--- src/rtl/game_defs.sv ---
// game_defs -- shared definitions for the game state controller and the
// display path.
//
// Contents:
//   game_state_e : state encoding (IDLE=00, PLAY=01, WIN=10, LOSE=11)
//   msg_sel_e    : message select codes (00 title, 01 win, 10 lose)
//   layer_en_t   : bundle of display-mixer layer enables
//   layer_enables(): steady-state layer enables for a given game state
package game_defs;

  localparam int TIME_W = 7;
  localparam int COIN_W = 4;
  localparam int HOLD_W = 4;

  typedef enum logic [1:0] {
    ST_IDLE = 2'b00,
    ST_PLAY = 2'b01,
    ST_WIN  = 2'b10,
    ST_LOSE = 2'b11
  } game_state_e;

  typedef enum logic [1:0] {
    MSG_TITLE = 2'b00,
    MSG_WIN   = 2'b01,
    MSG_LOSE  = 2'b10
  } msg_sel_e;

  typedef struct packed {
    logic back_en;
    logic char_en;
    logic coin_en;
    logic mess_en;
    logic timer_en;
  } layer_en_t;

  // Steady-state enables per state. In WIN/LOSE mess_en is the non-blinking
  // value; the controller overrides it when blinking is built in.
  function automatic layer_en_t layer_enables(input game_state_e st);
    layer_en_t en;
    en = '{back_en: 1'b1, char_en: 1'b0, coin_en: 1'b0,
           mess_en: 1'b1, timer_en: 1'b0};
    case (st)
      ST_PLAY: begin
        en.char_en  = 1'b1;
        en.coin_en  = 1'b1;
        en.mess_en  = 1'b0;
        en.timer_en = 1'b1;
      end
      ST_WIN, ST_LOSE: begin
        en.timer_en = 1'b1;
      end
      default: ;
    endcase
    return en;
  endfunction

  function automatic msg_sel_e msg_for_state(input game_state_e st);
    case (st)
      ST_WIN:  return MSG_WIN;
      ST_LOSE: return MSG_LOSE;
      default: return MSG_TITLE;
    endcase
  endfunction

endpackage

--- src/rtl/tick_prescaler.sv ---
// tick_prescaler -- divides clk down to a one-cycle game tick.
//
// Ports:
//   clk   : system clock
//   reset : synchronous active-high reset (counter -> 0)
//   clear : restart the count so the next tick is DIV cycles away
//   tick  : high for one cycle every DIV cycles
module tick_prescaler #(
  parameter int DIV = 50000000
) (
  input  logic clk,
  input  logic reset,
  input  logic clear,
  output logic tick
);

  localparam int CW = (DIV > 2) ? $clog2(DIV) : 1;

  logic [CW-1:0] cnt_q;
  logic [CW-1:0] cnt_d;

  assign tick = (cnt_q == CW'(DIV - 1));

  always_comb begin
    cnt_d = cnt_q + CW'(1);
    if (clear || tick) begin
      cnt_d = '0;
    end
  end

  always_ff @(posedge clk) begin
    if (reset) begin
      cnt_q <= '0;
    end else begin
      cnt_q <= cnt_d;
    end
  end

endmodule

--- src/rtl/game_state_ctrl.sv ---
// game_state_ctrl -- top-level game flow controller: IDLE -> PLAY -> WIN/LOSE
// -> IDLE, with a countdown timer, coin counter and display layer enables.
//
// Parameters: TICK_DIV (clk cycles per tick), TIME_INIT (countdown start),
//             COIN_GOAL (coins to win), HOLD_TICKS (ticks shown in WIN/LOSE).
// Ports:
//   clk, reset            : clock, synchronous active-high reset
//   start, coin_hit       : single-cycle requests (start in IDLE, coins in PLAY)
//   back_en .. timer_en   : registered layer enables to the display mixer
//   msg_sel               : registered message select
//   time_left, coins      : registered game counters
//   state                 : registered game state
// Build option: define MSG_BLINK_EN to make mess_en blink once per tick in
// WIN/LOSE; otherwise mess_en is steady 1 there.
module game_state_ctrl
  import game_defs::*;
#(
  parameter int TICK_DIV   = 50000000,
  parameter int TIME_INIT  = 60,
  parameter int COIN_GOAL  = 10,
  parameter int HOLD_TICKS = 5
) (
  input  logic              clk,
  input  logic              reset,
  input  logic              start,
  input  logic              coin_hit,
  output logic              back_en,
  output logic              char_en,
  output logic              coin_en,
  output logic              mess_en,
  output logic              timer_en,
  output logic [1:0]        msg_sel,
  output logic [TIME_W-1:0] time_left,
  output logic [COIN_W-1:0] coins,
  output logic [1:0]        state
);

  localparam logic [TIME_W-1:0] TIME_START = TIME_W'(TIME_INIT);
  localparam logic [COIN_W-1:0] GOAL       = COIN_W'(COIN_GOAL);
  localparam logic [HOLD_W-1:0] HOLD_LAST  = HOLD_W'(HOLD_TICKS - 1);

  game_state_e       state_q, state_d;
  logic [TIME_W-1:0] time_left_q, time_left_d;
  logic [COIN_W-1:0] coins_q, coins_d;
  logic [HOLD_W-1:0] hold_q, hold_d;
  layer_en_t         en_q, en_d;
  msg_sel_e          msg_sel_q, msg_sel_d;
  logic              tick;
  logic              state_change;

  // Restarting the prescaler on every state change makes each state's first
  // tick land exactly TICK_DIV cycles after entry.
  tick_prescaler #(
    .DIV(TICK_DIV)
  ) u_prescaler (
    .clk  (clk),
    .reset(reset),
    .clear(state_change),
    .tick (tick)
  );

  assign state_change = (state_d != state_q);

  always_comb begin
    state_d     = state_q;
    time_left_d = time_left_q;
    coins_d     = coins_q;
    hold_d      = hold_q;

    case (state_q)
      ST_IDLE: begin
        if (start) begin
          state_d     = ST_PLAY;
          time_left_d = TIME_START;
          coins_d     = '0;
        end
      end

      ST_PLAY: begin
        // Exit decisions use the registered counters, so a goal coin and the
        // expiring tick landing together both show up here at once and the
        // coin check wins. Counters freeze on the exit cycle.
        if (coins_q == GOAL) begin
          state_d = ST_WIN;
          hold_d  = '0;
        end else if (time_left_q == '0) begin
          state_d = ST_LOSE;
          hold_d  = '0;
        end else begin
          if (tick && (time_left_q != '0)) begin
            time_left_d = time_left_q - TIME_W'(1);
          end
          if (coin_hit && (coins_q != GOAL)) begin
            coins_d = coins_q + COIN_W'(1);
          end
        end
      end

      ST_WIN, ST_LOSE: begin
        if (tick) begin
          if (hold_q == HOLD_LAST) begin
            state_d = ST_IDLE;
            hold_d  = '0;
          end else begin
            hold_d = hold_q + HOLD_W'(1);
          end
        end
      end

      default: begin
        state_d = ST_IDLE;
      end
    endcase
  end

`ifdef MSG_BLINK_EN
  logic blink_q, blink_d;

  // Blink phase: 1 on entering any state, toggled by each tick in WIN/LOSE.
  always_comb begin
    blink_d = blink_q;
    if (state_change) begin
      blink_d = 1'b1;
    end else if (tick && ((state_q == ST_WIN) || (state_q == ST_LOSE))) begin
      blink_d = ~blink_q;
    end
  end

  always_comb begin
    en_d = layer_enables(state_d);
    if ((state_d == ST_WIN) || (state_d == ST_LOSE)) begin
      en_d.mess_en = blink_d;
    end
    msg_sel_d = msg_for_state(state_d);
  end
`else
  always_comb begin
    en_d      = layer_enables(state_d);
    msg_sel_d = msg_for_state(state_d);
  end
`endif

  always_ff @(posedge clk) begin
    if (reset) begin
      state_q     <= ST_IDLE;
      time_left_q <= TIME_START;
      coins_q     <= '0;
      hold_q      <= '0;
      en_q        <= layer_enables(ST_IDLE);
      msg_sel_q   <= MSG_TITLE;
`ifdef MSG_BLINK_EN
      blink_q     <= 1'b1;
`endif
    end else begin
      state_q     <= state_d;
      time_left_q <= time_left_d;
      coins_q     <= coins_d;
      hold_q      <= hold_d;
      en_q        <= en_d;
      msg_sel_q   <= msg_sel_d;
`ifdef MSG_BLINK_EN
      blink_q     <= blink_d;
`endif
    end
  end

  assign back_en   = en_q.back_en;
  assign char_en   = en_q.char_en;
  assign coin_en   = en_q.coin_en;
  assign mess_en   = en_q.mess_en;
  assign timer_en  = en_q.timer_en;
  assign msg_sel   = msg_sel_q;
  assign time_left = time_left_q;
  assign coins     = coins_q;
  assign state     = state_q;

endmodule

--- config.mk ---
export PLATFORM = sky130hd
export DESIGN_NAME = game_state_ctrl
export DESIGN_NICKNAME = d
export VERILOG_FILES = /design/src/rtl/game_defs.sv /design/src/rtl/tick_prescaler.sv /design/src/rtl/game_state_ctrl.sv
export SDC_FILE = /design/constraint.sdc
export NUM_CORES = 1
export LEC_CHECK = 0
export ABC_AREA = 1
export BUFFER_PORTS_ARGS = -buffer_cell sky130_fd_sc_hd__buf_2
export CAP_MARGIN = 5
export CORE_ASPECT_RATIO = 1.1
export CORE_MARGIN = 4
export CORE_UTILIZATION = 52
export DETAILED_ROUTE_END_ITERATION = 10
export PLACE_DENSITY = 0.71
export REMOVE_ABC_BUFFERS = 1
export SYNTH_ARGS = -nofsm -noshare
export SYNTH_HDL_FRONTEND = slang
export SYNTH_SLANG_ARGS = --single-unit
--- constraint.sdc ---
create_clock -name clk -period 1.8 [get_ports clk]
set_clock_uncertainty 0.2 [all_clocks]
set_input_delay 0.36 -clock clk [delete_from_list [all_inputs] [get_ports clk]]
set_output_delay 0.36 -clock clk [all_outputs]
set_load 0.02 [all_outputs]
# Word level (Yosys, flattened, before mapping)
# Cells that the tools add are included.
# Widths: inputs -> output; s select.
# word_totals
ff_bits	50
inputBits	4
out_inout_bits	20
word_cells	71
# classes
addsub	4
eq_ne	18
muxes	24
n_reduce_logical	14
# ops
operator	count
$mux 4	8
$mux 7	4
$add 26x1->26 const B	1
$eq 26x26->1 const B	1
$pmux 4 s2	2
$pmux 7 s2	1
$ne 2x2->1 const B	6
$mux 2	5
$reduce_and 5->1	2
$add 4x1->4 const B	2
$eq 2x2->1 const B	4
$logic_not 7->1	1
$reduce_bool 7->1	1
$sub 7x1->7 const B	1
$pmux 2 s3	1
$eq 2x1->1 const B	2
$eq 4x3->1 const B	1
$eq 4x4->1 const B	1
$ne 4x4->1 const B	1
$pmux 2 s2	1
$reduce_bool 2->1	2
$reduce_or 2->1	2
$mux 3	1
$ne 3x3->1 const B	1
7 further kinds	8

# Depth between registers and ports, before layout
# depth
word_depth	7
depth_mapped	11
depth_no_buf	11

# Hierarchy
# From an unflattened synthesis, not the netlist that was laid out.
# unflattened
hier_cells	411
hier_area_um2	2713.9
# by_module_without_submodules
module	instances	cells_per_inst	area_per_inst_um2	seq_area_each_um2
tick_prescaler	1	217	1423.9	520.5
game_state_ctrl	1	194	1290.0	440.4

# Worst setup path after synthesis
# Ideal clock, no wire load.
# synth_path
path_kind	register -> register
startpoint	register coins_q[0], in the netlist coins[0]
endpoint	register time_left_q[1], in the netlist time_left[1]
setup_time_ns	0.119
t_arrival_ns	1.449
slack_ns	0.032
stages_incl_launch_ff	11
n_path_buf	0
period_less_slack_ns	1.768
cell_sequence	dfxtp_1 -> inv_1 -> ha_1 -> nand3b_1 -> nand2_1 -> nand2_2 -> inv_2 -> nor2_4 -> nand2_4 -> o21ai_0 -> a21oi_1
# synth_between
elab_chain_cells	3
# synth_lines
item	line_no	text
from (decl)	game_state_ctrl.sv:44	logic [COIN_W-1:0] coins_q, coins_d;
from (signal assigned)	game_state_ctrl.sv:157	coins_q <= coins_d;
$eq 4x4->1	game_state_ctrl.sv:83	if (coins_q == GOAL) begin
$ne 2x2->1 (no source line)	n/a	
$reduce_and 5->1 (no source line)	n/a	
to (signal assigned)	game_state_ctrl.sv:156	time_left_q <= time_left_d;
to (decl)	game_state_ctrl.sv:43	logic [TIME_W-1:0] time_left_q, time_left_d;
# No other way between the ends.
# A chain may end at the register's enable or synchronous reset.

# Worst setup path after layout
# layout_path
startpoint	register u_prescaler.cnt_q[0]
endpoint	register u_prescaler.cnt_q[23]
# layout_between
elab_chain_cells	6
# layout_lines
item	line_no	text
from (decl)	tick_prescaler.sv:19	logic [CW-1:0] cnt_q;
from (signal assigned)	tick_prescaler.sv:35	cnt_q <= cnt_d;
$eq 26x26->1	tick_prescaler.sv:22	assign tick = (cnt_q == CW'(DIV - 1));
$mux 2	game_state_ctrl.sv:100	if (tick) begin
$pmux 2 s3	game_state_ctrl.sv:70	case (state_q)
$ne 2x2->1	game_state_ctrl.sv:62	assign state_change = (state_d != state_q);
$logic_or 1x1->1	tick_prescaler.sv:26	if (clear || tick) begin
$reduce_or 2->1 (no source line)	n/a	
# Parallel ways exist; a longest one is shown, timed or not.

==> run summary <==
After the first detailed-routing iteration, the DRC count stood at 200. For this run, the top clock speed supported by timing is 0.565 GHz. The initial antenna violation count is 0. In the final layout, the share of cells above drive strength 1 is 36.3%. In the synthesized netlist the dominant register cell turns out to be sky130_fd_sc_hd__dfxtp_1. After global routing the overflow that remains totals 0. In the global route stage, overall resource usage came out at 19.9%.

The run gives 5 as the CTS buffer count. Setup repair after global routing could not meet its margin everywhere. The number of instances in the placed design is 456. The tree is rooted in a sky130_fd_sc_hd__clkbuf_8. The run gives 0 as the final number of max-transition violations. The run gives 46.7% as the fraction of power consumed by sequential logic. The floorplan step set the die width to 75.5 um.

Of all cell types, the one taking the most synthesized area is sky130_fd_sc_hd__dfxtp_1. In this run, synthesis inferred 0 flip-flops with an integrated enable. Of the post-synthesis cell area, the dominant cell type holds 36.9%. Across the run, the number of max-cap violations was 0. The tools report the kind of end point of the critical path as a flip-flop. The tools report the unique cell type count in the Yosys netlist as 36. Traced cell by cell, the critical path runs through buf_4, nand3_4, nor2_4, nand4_1, nor2_2, nand2_1, xor2_1, nor2_2. The area added between synthesis and finish came out at 28.8%. The leading cell type in the layout, fill and taps excluded is sky130_fd_sc_hd__nand2_1. Once layout is complete, the utilization of the core stands at 70.7%. In this run the critical register-to-register path is captured at u_prescaler.cnt_q[23]$_SDFF_PP0_. The CTS clock-pin slew for the worst setup and hold paths works out to 0.09 ns.

Leaving out fill and tap cells, the most frequent cells in the layout are sky130_fd_sc_hd__nand2_1, sky130_fd_sc_hd__nor2_1, sky130_fd_sc_hd__dfxtp_1. Kind of start point of the critical path: a flip-flop. The average instance in the mapped netlist occupies 7.32 um2. By area the synthesized netlist is led by sky130_fd_sc_hd__dfxtp_1, sky130_fd_sc_hd__nand2_1, sky130_fd_sc_hd__nor2_1, sky130_fd_sc_hd__xor2_1, sky130_fd_sc_hd__inv_1. The time the final worst path needs with I/O delays and setup was 1.77 ns. Fill cells in the final layout number 393.

The H-tree depth reported by CTS came out at 2. The gate count after technology mapping came out at 356. For the worst-skew pair, the clock arrives at the later sink with an insertion delay of 0.30 ns. The routability congestion estimate is 0.874, and the ratio of total power to cell area is 713 nW/um2. The synthesized netlist occupies a cell area of 2610 um2.

The wire length after detailed routing came out at 5830 um. The worst hold path begins at reset. The setup slack of the most critical reg-to-reg path came out at 0.03 ns. The share of synthesized flip-flops with an asynchronous set or reset is 0%. Buffering stage count on the worst path with inverters included: 1. The via count of the first global-routing pass is 2325. By instance count, the cell type seen most on the critical path is sky130_fd_sc_hd__nor2_2. The number of register bits inferred by synthesis was 48; the cell depth of the worst flop-to-flop path was 8. After routing the design area is 3360 um2. The number of iterations in the first detailed-routing pass is 6. The critical path crosses 8 cells after its start point.

The cell row count is 26. Worst supply voltage drop on vdd: 417 uV. Hold repair after CTS inserted 0 buffers. Detailed placement finished with a half-perimeter wire length of 4190 um. The flow ran to the end, and the final reports show no timing, DRC or antenna violations. The largest net degree at the start of global routing is 15, and the count of synthesis-stage warnings from yosys is 0. After the last flow step, the layout net total stands at 424. Dividing the final minimum period by the clock period gives 98.4%.

TritonCTS built the clock tree. In this run the worst path has a maximum fanout of 4. The maximum clock insertion buffer count is 2. The detail route stage leaves a number of antenna-violating nets equal to 0.

Dominant delay contributor by cell family on the critical path: simple AND/OR/NAND/NOR gates. During I/O placement, the number of pins put on the boundary was 24. Buffers placed on the I/O ports in this run total 22.

The footprint of the multi-input gates was 1610 um2; the slack of the critical path was 0.0297 ns. The internal portion of the total power is 1.79 mW. The worst setup path startpoint is u_prescaler.cnt_q[0]$_SDFF_PP0_. The count of endpoints failing setup in the final report is 0, and the number of sinks on the clock net is 48.

The logs give 1.32 nW for the cell leakage power and 36.9% for the share of synthesized area occupied by flip-flops and latches. The placeable core area is 4750 um2. The logs give 2990 um2 for the standard cell area after detailed placement and 0 for the final routed DRC violation total. The startpoint identified for the worst register-to-register timing path is u_prescaler.cnt_q[0]$_SDFF_PP0_.

Worst setup path endpoint: u_prescaler.cnt_q[23]$_SDFF_PP0_. Dividing the detail-routed via count by the number of cells gives 5.07. The floorplan step defined a die boundary enclosing 6210 um2. For the worst endpoint data arrival time, the log shows 1.76 ns.

The hold violation total from the final report came out at 0. For the wire length of the first global-routing pass, the log shows 9780 um. The slowest stage of the critical path belongs to the cell sky130_fd_sc_hd__dfxtp_2. Of the total power, the clock network draws 37.6%.

The sequential cells in the finished layout cover a total of 972 um2. OpenSTA, run right after detailed placement, puts the worst setup slack at -0.0260 ns. The repair_antennas step left the layout with diodes totalling 0.

The initial utilization of the core area, before any placement, comes to 54.9%. In the final timing run, aggregate negative setup slack is 0 ns. In this design, the stage delay of the slowest critical-path cell is 0.36 ns.

The fraction of power spent switching nets is 25.2%, and the share of power burned in combinational logic is 15.7%. In this run the power spent charging and discharging nets is 0.603 mW. The min-delay analysis places its worst path in the category primary input to flip-flop. STA puts the critical path data required time at 1.79 ns. For the count of placed standard cells in the final layout, fillers left out, the log shows 469. Post-detailed-route wirelength per cell: 12.4 um. The floorplan die height came out at 82.3 um. Vias after detailed routing: 2380. The critical path in this run is classified as flip-flop to flip-flop.
## registers in the layout, indices dropped and copies added (netlist names)
name               flops
hold_q                 4
time_left              7
mess_en                1
coins                  4
timer_en               1
state                  2
char_en                1
msg_sel                2
u_prescaler.cnt_q     26
## cell usage after synthesis, types with 2 or more instances
library cell	instances
sky130_fd_sc_hd__inv_1	35
sky130_fd_sc_hd__nand4_1	10
sky130_fd_sc_hd__nand2_1	68
sky130_fd_sc_hd__a21oi_2	5
sky130_fd_sc_hd__nor2_2	12
sky130_fd_sc_hd__o31ai_1	2
sky130_fd_sc_hd__o21ai_2	2
sky130_fd_sc_hd__nor3b_1	3
sky130_fd_sc_hd__nor2_1	51
sky130_fd_sc_hd__nor2_4	5
sky130_fd_sc_hd__xnor2_1	3
sky130_fd_sc_hd__nor3_1	5
sky130_fd_sc_hd__inv_2	4
sky130_fd_sc_hd__dfxtp_1	48
sky130_fd_sc_hd__nand2_4	2
sky130_fd_sc_hd__nand3_1	24
sky130_fd_sc_hd__a21oi_1	17
sky130_fd_sc_hd__xor2_1	16
sky130_fd_sc_hd__ha_1	7
sky130_fd_sc_hd__o21ai_0	2
sky130_fd_sc_hd__nor3_2	2
sky130_fd_sc_hd__or2_2	3
sky130_fd_sc_hd__buf_4	3
sky130_fd_sc_hd__or2_0	3
sky130_fd_sc_hd__nand2_2	9
sky130_fd_sc_hd__nand3_2	3
sky130_fd_sc_hd__nand3b_1	3
## per-layer routing
metal  vias to the layer above  track usage (%)  routed length (um)
li1                       1238                -                   -
met1                      1087             23.5                2490
met2                        41             35.4                2960
met3                        14             4.84                 239
met4                         0             5.59                 146
met5                         -                0                   0
## layout make-up
type,count,area share (%)
repair buffers,55,12.4
clock inverters,2,1.79
inverters,42,4.95
flip-flops and latches,48,28.9
well taps,56,2.09
multi-input cells,261,47.8
clock buffers,5,2.05
## stage by stage
stage / power [mW] / hold slack [ns]
global placement: 1.47 / 0.279
detailed placement: 1.48 / 0.280
floorplan: 1.34 / 0.229
global route: 2.51 / 0.121
finish: 2.40 / 0.113
CTS: 2.38 / 0.116
## timing repair
item	CTS	global route
endpoints found under the setup margin	16	45
cloned	0	1
buffers inserted	0	5
endpoints found under the hold margin	0	0
resized for setup	8	46
pin swaps	5	21
## worst register-to-register path: stages, from the launching register on
cell and delay (ns):
sky130_fd_sc_hd__dfxtp_2 0.36, sky130_fd_sc_hd__buf_4 0.13, sky130_fd_sc_hd__nand3_4 0.09, sky130_fd_sc_hd__nor2_4 0.17, sky130_fd_sc_hd__nand4_1 0.22, sky130_fd_sc_hd__nor2_2 0.21
sky130_fd_sc_hd__nand2_1 0.08, sky130_fd_sc_hd__xor2_1 0.16, sky130_fd_sc_hd__nor2_2 0.04
## cells by family (layout without fill, tap and decap cells)
logic type,count (synthesis),in the layout,share of synthesized area (%)
AO/OA/AOI/OAI,31,31,7.29
XOR/XNOR,19,19,6.38
adder cells (fa/ha/maj),7,7,3.36
buffers and inverters,47,104,7.73
flip-flops,48,48,36.9
other,1,1,0.144
AND/OR/NAND/NOR,203,203,38.2
## power by group through the flow
| stage | clock network [mW] | logic [mW] | registers (mW) |
|---|---|---|---|
| after floorplan | 0 | 0.165 | 1.18 |
| after global placement | 0 | 0.335 | 1.14 |
| after detailed placement | 0 | 0.342 | 1.14 |
| after CTS | 0.923 | 0.344 | 1.12 |
| after global routing | 0.970 | 0.414 | 1.12 |
| final | 0.901 | 0.376 | 1.12 |
## worst min path at each step
stage               cells past startpoint                               end
finish                                  2         time_left[6]$_SDFFE_PP0P_
global route                            2         time_left[6]$_SDFFE_PP0P_
CTS                                     2             coins[2]$_SDFFE_PP0P_
detailed placement                      2  u_prescaler.cnt_q[25]$_SDFF_PP0_
global placement                        2  u_prescaler.cnt_q[25]$_SDFF_PP0_
floorplan                               1   u_prescaler.cnt_q[0]$_SDFF_PP0_
Power figures use the tool's default switching activity.
